==> config.mk <==
export PLATFORM = sky130hd
export DESIGN_NAME = fourbit_encoder_reg
export DESIGN_NICKNAME = d
export VERILOG_FILES = /design/src/rtl/fourbit_encoder_reg.sv
export SDC_FILE = /design/constraint.sdc
export NUM_CORES = 1
export LEC_CHECK = 0
export ABC_AREA = 1
export ABC_CLOCK_PERIOD_IN_PS = 1600
export CAP_MARGIN = 20
export CELL_PAD_IN_SITES_DETAIL_PLACEMENT = 1
export CELL_PAD_IN_SITES_GLOBAL_PLACEMENT = 1
export CORE_ASPECT_RATIO = 0.9
export CORE_MARGIN = 1
export CORE_UTILIZATION = 25
export DETAILED_ROUTE_END_ITERATION = 10
export HOLD_SLACK_MARGIN = 0.15
export PLACE_DENSITY_LB_ADDON = 0.15
export SYNTH_ARGS = -nofsm -noshare
export SYNTH_HDL_FRONTEND = slang
export SYNTH_SLANG_ARGS = --single-unit
==> constraint.sdc <==
create_clock -name clk -period 1.6 [get_ports clk]
set_input_delay 0.48 -clock clk [delete_from_list [all_inputs] [get_ports clk]]
set_output_delay 0.48 -clock clk [all_outputs]
set_load 0.02 [all_outputs]
==> src/rtl/fourbit_encoder_reg.sv <==
// Registered 16-to-4 one-hot encoder with malformed-word detection and
// sticky/saturating error tracking, recovering timing codes from T0..T15.
module fourbit_encoder_reg #(
    parameter int CNT_W     = 8,
    parameter bit PRIO_HIGH = 1'b1
) (
    input  logic             clk,
    input  logic             rst,
    input  logic             in_valid,
    input  logic [15:0]      times,
    input  logic             err_clr,
    output logic             out_valid,
    output logic [3:0]       code,
    output logic             onehot_err,
    output logic             err_sticky,
    output logic [CNT_W-1:0] err_count
);

    // Handshake: valid-only, no ready. Each cycle with in_valid=1 yields exactly
    // one beat with out_valid=1 on the following cycle; the sink must accept it.

    logic [15:0]      times_m;
    logic [3:0]       hi_idx;
    logic [3:0]       lo_idx;
    logic             found;
    logic             multi;
    logic             bad_word;

    logic             out_valid_q, out_valid_d;
    logic [3:0]       code_q, code_d;
    logic             onehot_err_q, onehot_err_d;
    logic             err_sticky_q, err_sticky_d;
    logic [CNT_W-1:0] err_count_q, err_count_d;

    // Masking keeps X/Z on an idle bus from reaching any register input.
    assign times_m = in_valid ? times : 16'h0000;

    always_comb begin
        hi_idx = 4'd0;
        lo_idx = 4'd0;
        found  = 1'b0;
        multi  = 1'b0;
        for (int i = 0; i < 16; i++) begin
            if (times_m[i]) begin
                if (found) begin
                    multi = 1'b1;
                end else begin
                    lo_idx = 4'(i);
                end
                hi_idx = 4'(i);
                found  = 1'b1;
            end
        end
    end

    assign bad_word = !found || multi;

    always_comb begin
        out_valid_d  = in_valid;
        code_d       = code_q;
        onehot_err_d = onehot_err_q;
        err_sticky_d = err_sticky_q;
        err_count_d  = err_count_q;
        if (in_valid) begin
            code_d       = PRIO_HIGH ? hi_idx : lo_idx;
            onehot_err_d = bad_word;
        end
        // A clear in the same cycle as a new error wins; that error goes uncounted.
        if (err_clr) begin
            err_sticky_d = 1'b0;
            err_count_d  = '0;
        end else if (in_valid && bad_word) begin
            err_sticky_d = 1'b1;
            if (err_count_q != {CNT_W{1'b1}}) begin
                err_count_d = err_count_q + 1'b1;
            end
        end
    end

    always_ff @(posedge clk or posedge rst) begin
        if (rst) begin
            out_valid_q  <= 1'b0;
            code_q       <= 4'd0;
            onehot_err_q <= 1'b0;
            err_sticky_q <= 1'b0;
            err_count_q  <= '0;
        end else begin
            out_valid_q  <= out_valid_d;
            code_q       <= code_d;
            onehot_err_q <= onehot_err_d;
            err_sticky_q <= err_sticky_d;
            err_count_q  <= err_count_d;
        end
    end

    assign out_valid  = out_valid_q;
    assign code       = code_q;
    assign onehot_err = onehot_err_q;
    assign err_sticky = err_sticky_q;
    assign err_count  = err_count_q;

endmodule

# Word level (Yosys, flattened, before mapping)
# Index checks and enable logic that the tools add are counted.
[totals] register_bits=15 out_inout_bits=15 wordCells=80
[classes] add_sub_neg=1 n_eq_ne=1 muxes=67 n_reduce_logical=6
[ops] op="two-way mux 4 bit" n=14
[ops] op="two-way mux 1 bit" n=49
[ops] op="two-way mux 8 bit" n=3
[ops] op="two-way mux 16 bit" n=1
[ops] op="adder 8 x 1 -> 8 bit (second input constant)" n=1
[ops] op="!= test 8 bit (second input constant)" n=1
[ops] op="nonzero test 2 bit" n=2
[ops] op="AND reduction 2 bit" n=1
[ops] op="logical AND 1 bit" n=1
[ops] op="zero test 1 bit" n=1
[ops] op="logical OR 1 bit" n=1

# Depth between registers and ports, before layout
[logic_depth] depth_word=36 ltp_mapped=16 mapped_depth_nobuf=15

# Worst setup path after synthesis
# Ideal clock, no wire load.
[synth_timing] path_kind="register -> register" startpoint="reg err_count_q[0] (netlist: err_count[0])" endpoint="reg err_count_q[2] (netlist: err_count[2])" setup_time_ns=0.067 arrival_time_ns=1.714 setup_slack_ns=-0.181 path_stages_with_launch=10 path_cell_list="dfrtp_1 -> ha_1 -> nand2_1 -> inv_1 -> nand3_1 -> inv_1 -> nand4_1 -> nand2_8 -> nand2_2 -> nand2_1"
[synth_via] elab_chain_len=4 word_cells_on_any_way=7 cone_classes="add/sub (1); eq/ne (1); mux (3); reduce/logical (2)"
[synth_rtl] item="from (decl)" line="33" text="logic [CNT_W-1:0] err_count_q, err_count_d;"
[synth_rtl] item="from (signal assigned)" line="92" text="err_count_q <= err_count_d;"
[synth_rtl] item="adder 8 x 1 -> 8 bit" line="75" text="err_count_d = err_count_q + 1'b1;"
[synth_rtl] item="two-way mux 8 bit" line="74" text="if (err_count_q != {CNT_W{1'b1}}) begin"
[synth_rtl] item="two-way mux 8 bit" line="72" text="end else if (in_valid && bad_word) begin"
[synth_rtl] item="two-way mux 8 bit" line="69" text="if (err_clr) begin"
# Several ways; a longest one is shown, not always the timed one. The select of a mux whose other input is x is not followed.
# A chain may end at the register's enable or synchronous reset.

# Worst setup path after layout
[layout_timing] startpoint="in in_valid" endpoint="reg err_count_q[6] (netlist: err_count[6])"
[layout_via] elab_chain_len=36 word_cells_on_any_way=52 cone_classes="mux (47); reduce/logical (5)"
[layout_rtl] item="from (decl)" line="9" text="input logic in_valid,"
[layout_rtl] item="two-way mux 16 bit" line="36" text="assign times_m = in_valid ? times : 16'h0000;"
[layout_rtl] item="two-way mux 1 bit" line="44" text="if (times_m[i]) begin"
[layout_rtl] item="two-way mux 1 bit" line="45" text="if (found) begin"
[layout_rtl] item="two-way mux 1 bit" line="44"
[layout_rtl] item="two-way mux 1 bit" line="45"
[layout_rtl] item="two-way mux 1 bit" line="44"
[layout_rtl] item="two-way mux 1 bit" line="45"
[layout_rtl] item="two-way mux 1 bit" line="44"
[layout_rtl] item="[... 20 more ...]"
[layout_rtl] item="two-way mux 1 bit" line="45"
[layout_rtl] item="two-way mux 1 bit" line="44"
[layout_rtl] item="two-way mux 1 bit" line="45"
[layout_rtl] item="two-way mux 1 bit" line="44"
[layout_rtl] item="logical OR 1 bit" line="56" text="assign bad_word = !found || multi;"
[layout_rtl] item="logical AND 1 bit (*)" line="72"
[layout_rtl] item="nonzero test 2 bit (no source line) (*)"
[layout_rtl] item="AND reduction 2 bit (no source line) (*)"
# Every way passes the cells marked *; elsewhere a longest branch is shown, timed or not.

==> flow_summary.ini <==
[outcome]
status = finished, violations left
violations = negative setup slack

[power_and_ir_drop]
p_seq_share_pct = 34.4
power_mw = 1.24
power_density_nw_per_um2 = 546
p_sw_share_pct = 34.2
vdd_drop_max_uv = 302
p_sw_mw = 0.425
pwr-share-comb_pct = 40.9
internal_power_mw = 0.817
power.leakage_nw = 1.21
pwr-share-clk_pct = 24.7

[route]
drc_errors = 0
drtIter0Drc = 29
dr.pass1.iters = 4
vias = 1432
viasPerCell = 4.30
antenna_left = 0
wirelength_um = 3850
routedWlPerCell_um = 11.6

[placement]
gp_congestion = 0.781
io_buffers = 34
hpwl_um = 2820

[grt]
grt_max_degree = 16
grt_pass1_wl_um = 6770
antenna_found_initial = 0
grt_pass1_vias = 1442
gr-total-overflow = 0
grt.total_usage_pct = 15.7

[floorplan]
ioPinCount = 35
dieArea_sq_um = 5480
coreArea_sq_um = 4920
dieWidth_um = 77.9
start_util_pct = 26.3
rows = 24
die_y_um = 70.3

[cells_and_area]
fin_nets = 290
areaGrowthSynthToFinish_pct = 75.5
final_cell_mix = 39 x buf_4, 33 x nand2_1, 22 x nand2_2, 22 x dlygate4sd2_1, 21 x inv_1
layout_commonest_cell = buf_4
ff_latch_area_sq_um = 377
diodes = 0
utilization_pct = 46.2
layout-drive-gt1-share_pct = 42.9
fill_cells = 625
multi_input_area_sq_um = 981

[cts]
h-tree-depth = 1
hold_buffers = 0
clockBufferDepth = 2
clkSinkCount = 15
cts_tree = built
root_buffer = clkbuf_8
cts_buffers = 3
clk_pin_slew_ns = 0.05
insertion_delay_ns = 0.25

[timing]
fin_skew_ns = 0.00516
final_max_slew_viol_count = 0
rsz0062_at_grt = yes
fmax_mhz = 560
slew_headroom_pct = 78.1
finalCritPeriodShare_pct = 112
min_period_ns = 1.79
setup_viol = 10
hold_viol = 0
tightest_slew_ns = 0.326
fin_ws_ns = -0.185

[worst_setup_path]
critPathLaunchType = primary input
r2r-end = err_count[6]
r2r_cells = 10
cp-end-kind = flip-flop
arrival_ns = 1.97
worstPathRequired_ns = 1.79
r2r_slack_ns = 0
crit_fanout = 8
rr_startpoint = err_count[0]
crit_type = in2reg

[logic_synthesis]
synth_cells = 187
yosysWarnings = 0
syn_area_sq_um = 1300
synth-seq-cells = 15
syn_area_per_cell_sq_um = 6.93
yosysUniqueCellTypes = 25
synth_fp_nets = 208
yosysSeqAreaShare_pct = 29.0

[min_path]
whs_path_depth = 2
hold_path_class = reg2reg
hold_end = onehot_err
min_from = onehot_err

[flow_run]
maxCapViolCount = 0
==> critical path, cell delays in order <==
cell and delay (ns):
buf_12 0.12, buf_16 0.14, nand2_8 0.08, nand2_8 0.06, nor2_4 0.17, nand2_4 0.09
o21ai_2 0.10, nand2_1 0.08, nor2_2 0.13, nand3_2 0.10, nand2_4 0.11, nand2_8 0.08
nand2_8 0.12, nand2_2 0.06, nand2_1 0.05
==> sequential cells by signal (all words and copies together) (netlist names) <==
signal      count
err_count       8
code            4
err_sticky      1
onehot_err      1
out_valid       1
==> cell usage after synthesis, drive strengths merged <==
master	instances	area share [%]
nand2	74	30
nor2	25	10
inv	23	6.7
nand3	18	7.3
dfrtp	15	29
a21oi	8	3.1
o21ai	7	3.0
nand4	4	1.9
xor2	4	2.7
buf	3	2.8
nor3	3	1.2
clkinv	1	0.29
ha	1	0.97
xnor2	1	0.68
==> kinds of logic after synthesis <==
kind of cell | count (synthesis) | share of synthesized area [%]
flops | 15 | 29.0
buf+inv | 27 | 9.75
compound gates | 15 | 6.08
fa+ha+maj | 1 | 0.965
xor+xnor | 5 | 3.38
simple gates | 124 | 50.9
==> cell type report <==
cell class / instances / share of cell area (%)
Clock buffer: 4 / 1.98
Inverter: 24 / 3.96
Multi-Input combinational cell: 146 / 43.1
Sequential cell: 15 / 16.6
Tap cell: 65 / 3.58
Timing Repair Buffer: 79 / 30.8
==> worst max path at each step <==
stage,start,to,slack (ns),depth (start not counted)
final,in_valid,err_count[6],-0.19,15
after global routing,in_valid,err_count[6],-0.30,15
after CTS,in_valid,err_count[6],-0.20,17
after detailed placement,in_valid,err_count[6],-0.87,15
after global placement,in_valid,err_count[7],-0.84,15
after floorplan,in_valid,err_count[2],-0.16,14
==> per-layer routing <==
layer | global-route usage [%] | part of all wire [%] | vias up
met5 | 0 | 0 | -
met4 | 3.70 | 0.94 | 0
met3 | 3.40 | 3.2 | 4
met2 | 24.8 | 46 | 25
met1 | 21.6 | 49 | 650
li1 | - | - | 753
==> per-stage QoR <==
step | TNS [ns] | std cells | setup WS, ns | hold WS, ns | instance area (sq um)
floorplan | -1.27 | 187 | -0.160 | 0.381 | 1330
global placement | -10.39 | 316 | -0.841 | 0.472 | 1960
detailed placement | -10.77 | 316 | -0.872 | 0.478 | 1960
CTS | -1.71 | 331 | -0.196 | 0.489 | 2220
global route | -2.69 | 333 | -0.303 | 0.524 | 2270
finish | -1.57 | 333 | -0.185 | 0.484 | 2270
==> power groups by stage <==
| stage | clock network, mW | registers, mW | logic, mW |
|---|---|---|---|
| 3_3_place_gp | 0 | 0.435 | 0.440 |
| 3_5_place_dp | 0 | 0.435 | 0.442 |
| 6_report | 0.307 | 0.427 | 0.508 |
| 5_1_grt | 0.339 | 0.430 | 0.560 |
| 2_1_floorplan | 0 | 0.466 | 0.207 |
| 4_1_cts | 0.319 | 0.428 | 0.490 |
==> what timing repair did <==
action,4_1_cts,5_1_grt
pin swaps,34,21
resized for setup,72,24
gates cloned,3,0
setup buffers,8,2
endpoints found under the setup margin,29,12
No activity file was read; power rests on OpenSTA's default activity.
